File: src/rtl/mem.sv
// Single-port synchronous memory with registered read data and an always-ready handshake.
// Define MEM_CLR_ON_RST_EN to clear every location on each reset edge.
module mem #(
  parameter int WIDTH      = 16,
  parameter int DEPTH      = 16,
  parameter int ADDR_WIDTH = 4
) (
  input  logic                  clk,
  input  logic                  rst,
  input  logic [WIDTH-1:0]      wr_data_i,
  input  logic [ADDR_WIDTH-1:0] addr_i,
  input  logic                  wr_rd_i,
  input  logic                  valid_i,
  output logic [WIDTH-1:0]      rd_data_o,
  output logic                  ready_o
);

  localparam logic [ADDR_WIDTH:0] LP_DEPTH = (ADDR_WIDTH+1)'(DEPTH);

  logic [WIDTH-1:0] r_mem [DEPTH];
  logic [WIDTH-1:0] r_rd_data;
  logic             r_ready;

  logic w_accept;
  logic w_in_range;
  logic w_wr_en;
  logic w_rd_en;

  assign w_accept   = valid_i & r_ready & ~rst;
  assign w_in_range = {1'b0, addr_i} < LP_DEPTH;
  assign w_wr_en    = w_accept & wr_rd_i & w_in_range;
  assign w_rd_en    = w_accept & ~wr_rd_i;

  always_ff @(posedge clk) begin
    if (rst) begin
      r_ready <= 1'b0;
    end else begin
      r_ready <= 1'b1;
    end
  end

  // Out-of-range reads return zero rather than touching the array.
  always_ff @(posedge clk) begin
    if (rst) begin
      r_rd_data <= '0;
    end else if (w_rd_en) begin
      if (w_in_range) begin
        r_rd_data <= r_mem[addr_i];
      end else begin
        r_rd_data <= '0;
      end
    end
  end

`ifdef MEM_CLR_ON_RST_EN
  always_ff @(posedge clk) begin
    if (rst) begin
      for (int i = 0; i < DEPTH; i++) begin
        r_mem[i] <= '0;
      end
    end else if (w_wr_en) begin
      r_mem[addr_i] <= wr_data_i;
    end
  end
`else
  // Contents survive reset; w_wr_en already excludes reset edges.
  always_ff @(posedge clk) begin
    if (w_wr_en) begin
      r_mem[addr_i] <= wr_data_i;
    end
  end
`endif

  assign rd_data_o = r_rd_data;
  assign ready_o   = r_ready;

endmodule

File: config.mk
export PLATFORM = sky130hd
export DESIGN_NAME = mem
export DESIGN_NICKNAME = d
export VERILOG_FILES = /design/src/rtl/mem.sv
export SDC_FILE = /design/constraint.sdc
export NUM_CORES = 1
export LEC_CHECK = 0
export ABC_AREA = 1
export BUFFER_PORTS_ARGS = -buffer_cell sky130_fd_sc_hd__buf_2
export CORE_MARGIN = 2
export CORE_UTILIZATION = 48
export DETAILED_ROUTE_END_ITERATION = 7
export PLACE_DENSITY_LB_ADDON = 0.25
export SYNTH_ARGS = -nofsm -noshare
export SYNTH_HDL_FRONTEND = slang
export SYNTH_SLANG_ARGS = --single-unit
File: constraint.sdc
create_clock -name clk -period 4.03 [get_ports clk]
set_clock_uncertainty 0.15 [all_clocks]
set_input_delay 0.2015 -clock clk [delete_from_list [all_inputs] [get_ports clk]]
set_output_delay 0.2015 -clock clk [all_outputs]
set_load 0.005 [all_outputs]
---- Word level (Yosys, flattened, before mapping) ----
Memory sizes are Yosys's and may differ from the RTL's. A register that Yosys moved wholly into a read port is not among the register bits.
Index checks and enable logic that the tools add are counted.
operators by class
  muxes and demuxes ....................... 3
  bitwise logic cells ..................... 6
operators with widths
  cell         number
  $and 1x1->1  4
  $mux 1       3
  $not 1->1    2
storage, ports and cells
  bits in registers ....................... 1
  bits in writable memories ............... 256
  input bits .............................. 24
  output and inout port bits .............. 17
  word-level logic and storage cells ...... 11
  memories kept ........................... 1
memory list
  memory  depth  width  rd ports  clocked after Yosys merged registers in  write ports  line  text
  r_mem   16     16     1         1                                        1            20    logic [WIDTH-1:0] r_mem [DEPTH];

---- Depth between registers and ports, before layout ----
Gate-level depths: netlist of run 1.
  depth in word-level cells ............... 5
  depth in mapped cells ................... 12
  gate-level depth less buffers ........... 9

---- Worst setup path after synthesis of run 1 ----
No wires, ideal clock.
  path kind ............................... flip-flop to flip-flop
  from .................................... register r_ready, in the netlist ready_o
  to ...................................... memory r_mem[0][0], enable pin
  setup time .............................. 0.388 ns
  data arrival time ....................... 1.786 ns
  data required time ...................... 3.492 ns
  slack ................................... 1.706 ns
  cell stages (with the launch flop) ...... 5
  buffers on the path ..................... 0
  clock period less this slack ............ 2.324 ns
  cell sequence ........................... dfxtp_1 > inv_1 > nor4_1 > nand3_1 > nor2_1
on the way
  word-level cells in the longest chain between the ends .. 5
ends and longest elaborated chain
  element                       line  text
  start, declared               22    logic r_ready;
  start signal, assigned        36    r_ready <= 1'b0;
  start signal, assigned        38    r_ready <= 1'b1;
  $and 1x1->1 (2 in a row)      29    assign w_accept = valid_i & r_ready & ~rst;
  $and 1x1->1                   31    assign w_wr_en = w_accept & wr_rd_i & w_in_range;
  $mux 1                        68    if (w_wr_en) begin
  $mux 1 (implied by the code)  69    r_mem[addr_i] <= wr_data_i;
  end, declared                 20
No other way between the ends.

---- Worst setup path after layout of run 1 ----
  from .................................... register r_ready, in the netlist ready_o
  to ...................................... memory r_mem[6][15], enable pin
The elaborated chain is that of the path after synthesis.

==> results of run 1 <==
-- synth_stat cells (all sizes together) --
| library cell | number |
|---|---|
| nor4 | 2 |
| nor2 | 51 |
| nand4 | 16 |
| nand3 | 84 |
| edfxtp | 256 |
| dfxtp | 17 |
| buf | 47 |
| a21oi | 16 |
| clkinv | 1 |
| clkbuf | 7 |
| nand2 | 513 |
| inv | 11 |
-- logic make-up after synthesis --
family,synth area share
DFF,0.720
buffers and inverters,0.0340
and+or+nand+nor,0.239
AOI/OAI and AO/OA,0.00718
-- routing by layer --
metal	global-route usage	vias up	routed length, um
met3	0.0324	59	1850
met5	0	-	0
met1	0.317	3615	11800
li1	-	3557	-
met4	0.0734	0	820
met2	0.363	264	12500
-- worst paths after layout --
path | end | cells past startpoint | start
max | r_mem[6][15] | 4 | ready_o
max reg2reg | r_mem[6][15] | 4 | ready_o
min reg2reg | rd_data_o[12] | 2 | rd_data_o[12]
min | ready_o | 2 | rst
-- critical path, delay by kind of cell (launching register included) --
family,cells,cell delay [ps]
flip-flops,1,330
AND/OR/NAND/NOR,3,2250
buffers and inverters,1,70
-- flip-flops by register name (all words and copies together), names as in the netlist --
signal and count:
ready_o 1, rd_data_o 16, r_mem 256
-- power breakdown --
part / internal (mW) / total (mW) / switching, mW / leakage [nW]
sequential: 3.11 / 3.12 / 0.00764 / 2.44
clock: 1.65 / 2.72 / 1.06 / 0.471
combinational: 0.0906 / 0.321 / 0.231 / 2.12
total: 4.86 / 6.16 / 1.30 / 5.03
-- through the flow --
stage | hold slack, ps | cell area, um2 | util | setup WS (ps)
after global routing | 54.2 | 12800 | 0.563 | 703
after CTS | 18.4 | 12800 | 0.563 | 901
after floorplan | 150 | 11200 | - | 1710
after global placement | 326 | 11600 | 0.513 | 1080
after detailed placement | 336 | 11600 | 0.513 | 942
final | 27.2 | 12800 | 0.563 | 835
-- repair_timing --
item	CTS	global route
endpoints found under the setup margin	0	0
setup buffers	0	0
hold endpoints to repair	256	0
hold buffers	16	0
-- cell type report --
cell class	instances	share of cell area
Sequential cell	273	0.628
Tap cell	285	0.0279
Inverter	12	0.00372
Clock inverter	13	0.0127
Timing Repair Buffer	85	0.0464
Multi-Input combinational cell	682	0.218
Clock buffer	40	0.0634
==> results.md, run 1 <==
- Die X: around 160 um
- Multi-input logic area: 2780 um2
- Worst slew margin: 0.242
- Worst-margin pin slew: approximately 1100 ps
- Crit path time final: 3200 ps
- CTS tree: done
- Share of post-route cells with drive strength above 1: 0.114
- Routed WL per cell: 19.4 um
- Yosys reg bits: around 270
- Peak supply drop: 0.331 mV
- N_diodes: 0
- RSZ-0062 raised after global routing: false
- Max-cap violations: 0
- Reg2reg setup slack: 830 ps
- Run status: finished clean
- Aggregate global routing overflow: 0
- Cells after Synth: 1021
- Total number of vias: 7495
- Initial Util: 0.491
- Worst Setup End Kind: flip-flop
- FILL cells: 1946
- Total power: roughly 6 mW
- Synth warn: 0
- CP max stage delay: 940 ps
- Via density: 5.39
- Non-filler cells, final: around 1.4k
- Slew Viols, Final: 0
- Final nets: 1108
- Skew-Pair Late Insertion Delay: 550 ps
- H-tree depth: 1
- Most frequent cells in the layout: 513 x nand2_1, 256 x edfxtp_1, 84 x nand3_1
- CTS buffer count: 30
- Power Density: between 400 and 500 nW/um2
- Register Area: ~8000 um2
- Initial DRT Pass Iterations: 5
- Synth-to-layout area growth: 14.5%
- Initial antenna violation count: 0
- Drt drc: 0
- Final worst path period share: 0.793
- Die area: around 24000 um2
- Iteration-0 DRC Markers: 720
- I/O pin total: 41
- Top cell type's share of synthesized area: 0.689
- Synthesized cell area: 11200 um2
- Synth unique cells: 19
- Critical path data required time: 4040 ps
- Worst path slowest cell: nor4_1
- CP Data Arrival Time: roughly 3200 ps
- Count of final hold-check violations: 0
- Global router's overall resource usage: 0.225
- Kind of start point of the critical path: flip-flop
- Clock slew at reported path FFs: 60 ps
- Core Box Area: 22700 um2
- Rows: 55
- Most common cell after layout, fill and taps aside: nand2_1
- DP HPWL: 15900 um
- First-pass GRT wire length: 41400 um
- Vias in the first global route: 7192
- Clk root buf: clkbuf_16
- I/O Buffers: 40
- Hold Path Class: input pin to flip-flop
- Post-synthesis sequential area ratio: 0.720
- Placed Cells incl. Taps: 1321
- Avg Cell Area, Syn: 10.9 um2
- Final GP Congestion: 0.786
- Setup CP Type: flip-flop to flip-flop
- Total Routed Length: 27000 um
- Worst Path Max Fanout: 16
- Synth top area cells: edfxtp_1 69%, nand2_1 17%, nand3_1 3.8%
- Routed Antenna Nets: 0
- PostCTS Resize Cnt: 0
- Largest net degree at the start of global routing: 67
- Setup TNS: 0 ps
- Num Clock Sinks: 273
- Post-synth top area cell: edfxtp_1
- Final setup fails: 0
- Die Y: 156 um
- P_leak: 5.03 nW
- Worst-path cell chain: inv_1, nor4_1, nand3_1, nor2_2
- Fmax: 313 MHz
- Synthesized Nets: ~1.0k
- Max Root-Sink Buffers: 3
(Power assumes the default switching activity.)
==> run 2, diff against run 1 <==
==> constraint.sdc (replaced) <==
create_clock -name clk -period 2.75 [get_ports clk]
set_clock_uncertainty 0.15 [all_clocks]
set_input_delay 0.1375 -clock clk [delete_from_list [all_inputs] [get_ports clk]]
set_output_delay 0.1375 -clock clk [all_outputs]
set_load 0.005 [all_outputs]
==> run 2 against run 1 <==
Compared with the run above:
- count of clock-buffer cells in the layout is 4 lower
- cell count rose by 1.3%
- sequential cell count stayed put
- die area unchanged
- sequential share of layout area down 0.56 points
- largest power group unchanged
- via count down 0.60%
- critical path type unchanged
==> results.md, run 2 (synthesized netlist as in run 1, its figures left out) <==
- Hold Path Class: input pin to flip-flop
- Final worst slack: 691 ps (-144 ps)
- P_leak: 5.12 nW (+1.8%)
- Die X: 156 um (unchanged)
- Logic pwr share: 0.054 (+0.002)
- Worst Path Max Fanout: 6 (-10)
- Skew-Pair Late Insertion Delay: 540 ps (about the same)
- Post-CTS setup buffer count: 0 (unchanged)
- Critical path data required time: 2850 ps (-1190 ps)
- First-pass GRT wire length: 40800 um (-1.6%)
- Rows: 55 (unchanged)
- N_diodes: 0 (unchanged)
- Placed Cells incl. Taps: 1339 (+1.4%)
- Iteration-0 DRC Markers: 593 (-18%)
- Reg2reg path depth: 6 (+2)
- Power Density: 683 nW/um2 (+42%)
- Core Box Area: 22700 um2 (unchanged)
- Post-CTS Hold Buffers: 17 (+1)
- Global router's overall resource usage: 0.221 (-0.00340)
- H-tree depth: 1 (unchanged)
- Via density: 5.29 (-1.9%)
- Hold Path Stages: 6 (+4)
- Run status: finished clean
- PostCTS Resize Cnt: 0 (unchanged)
- FILL cells: 1889 (-2.9%)
- Max-cap violations: 0 (unchanged)
- Max Root-Sink Buffers: 3 (unchanged)
- Sw Share: 0.211 (-0.000975)
- Most frequent cells in the layout: 513 x nand2_1, 256 x edfxtp_1, 84 x nand3_1
- Initial Util: 0.491 (unchanged)
- DP HPWL: 16000 um (+0.89%)
- Worst Setup End Kind: flip-flop
- Initial antenna violation count: 1 (+1)
- Vias in the first global route: 7075 (-1.6%)
- Total number of vias: 7450 (-0.60%)
- Drt drc: 0 (unchanged)
- Sequential share of power: 0.520 (+0.013)
- I/O pin total: 41 (unchanged)
- Non-filler cells, final: 1408 (+1.3%)
- Die Y: 156 um (unchanged)
- Most flops, register: r_mem
- Count of final hold-check violations: 0 (unchanged)
- Aggregate global routing overflow: 0 (unchanged)
- Final nets: 1125 (+1.5%)
- Final worst path period share: 0.749 (-0.0441)
- Initial DRT Pass Iterations: 5 (unchanged)
- Final setup fails: 0 (unchanged)
- Place WS: 629 ps (-314 ps)
- Routed WL per cell: 18.8 um (-3.1%)
- Final GP Congestion: 0.836 (+6.4%)
- Routed Antenna Nets: 0 (unchanged)
- Peak supply drop: 0.559 mV (+69%)
- Largest net degree at the start of global routing: 109 (+63%)
- Setup TNS: 0 ps (unchanged)
- Placed cell area: 11800 um2 (+1.4%)
- Share of post-route cells with drive strength above 1: 0.127 (+0.0133)
- Worst-margin pin slew: 757 ps (-369 ps)
- Total Routed Length: 26500 um (-1.9%)
- Kind of start point of the critical path: flip-flop
- CTS tree: done
- Slew Viols, Final: 0 (unchanged)
- Worst slew margin: 0.495 (+0.252)
- Fmax: 486 MHz (+55%)
- Synth-to-layout area growth: 15.6%
- Num Clock Sinks: 273 (unchanged)
- Crit path time final: 2060 ps (-1140 ps)
- Die area: 24500 um2 (unchanged)
- Cell Int Power: 6.95 mW (+43%)
- Max FFs per register: 256 (unchanged)
- Reg2reg setup slack: 690 ps (-140 ps)
- Clock slew at reported path FFs: 60 ps (about the same)
- Clk root buf: clkbuf_16
- RSZ-0062 raised after global routing: false
- Clock network power share: 0.427 (-0.014)
- Final instance area: 12900 um2 (+0.90%)
- CP Data Arrival Time: 2160 ps (-1050 ps)
- Psw: 1.85 mW (+42%)
- Post-layout util: 0.568 (+0.00507)
- I/O Buffers: 40 (unchanged)
- Setup CP Type: flip-flop to flip-flop
- Most common cell after layout, fill and taps aside: nand2_1
- CTS buffer count: 28 (-6.7%)
## run 2: per-stage QoR
step	power, mW	hold WS (ps)
finish	8.80	67.1
global route	9.06	117
CTS	8.85	68.6
detailed placement	5.12	335
global placement	5.11	330
floorplan	4.94	86.4
## run 2: power by group through the flow
| stage | Combinational (mW) | Clock [mW] | Sequential [mW] |
|---|---|---|---|
| 2_1_floorplan | 0.280 | 0 | 4.66 |
| 5_1_grt | 0.532 | 3.96 | 4.57 |
| 4_1_cts | 0.477 | 3.80 | 4.57 |
| 6_report | 0.473 | 3.76 | 4.57 |
| 3_3_place_gp | 0.451 | 0 | 4.66 |
| 3_5_place_dp | 0.455 | 0 | 4.66 |
## run 2: cell type report
cell class / count / area [um2] / area share
tap: 285 / 357 / 0.0277
timing repair buffer: 104 / 763 / 0.0592
clock inverter: 16 / 145 / 0.0113
sequential: 273 / 8030 / 0.623
multi-input combinational: 682 / 2780 / 0.216
inverter: 12 / 47.5 / 0.00369
clock buffer: 36 / 772 / 0.0599
## run 2: path summary, 6_finish.rpt
check	from	end
worst max-delay path	ready_o	r_mem[2][4]
worst min register to register	rd_data_o[1]	rd_data_o[1]
worst min-delay path	addr_i[3]	rd_data_o[8]
worst max register to register	ready_o	r_mem[2][4]
## run 2: layer usage
metal | global-route usage | share of wire
met1 | 0.317 | 0.44
met2 | 0.360 | 0.47
met3 | 0.0305 | 0.070
met4 | 0.0590 | 0.025
met5 | 0 | 0.00042
## run 2: critical path: stages, from the launching register on
cell	delay, ps
dfxtp_1	320
inv_1	70
nor4_1	290
buf_4	200
nand3_1	170
nor2_2	340
buf_4	240
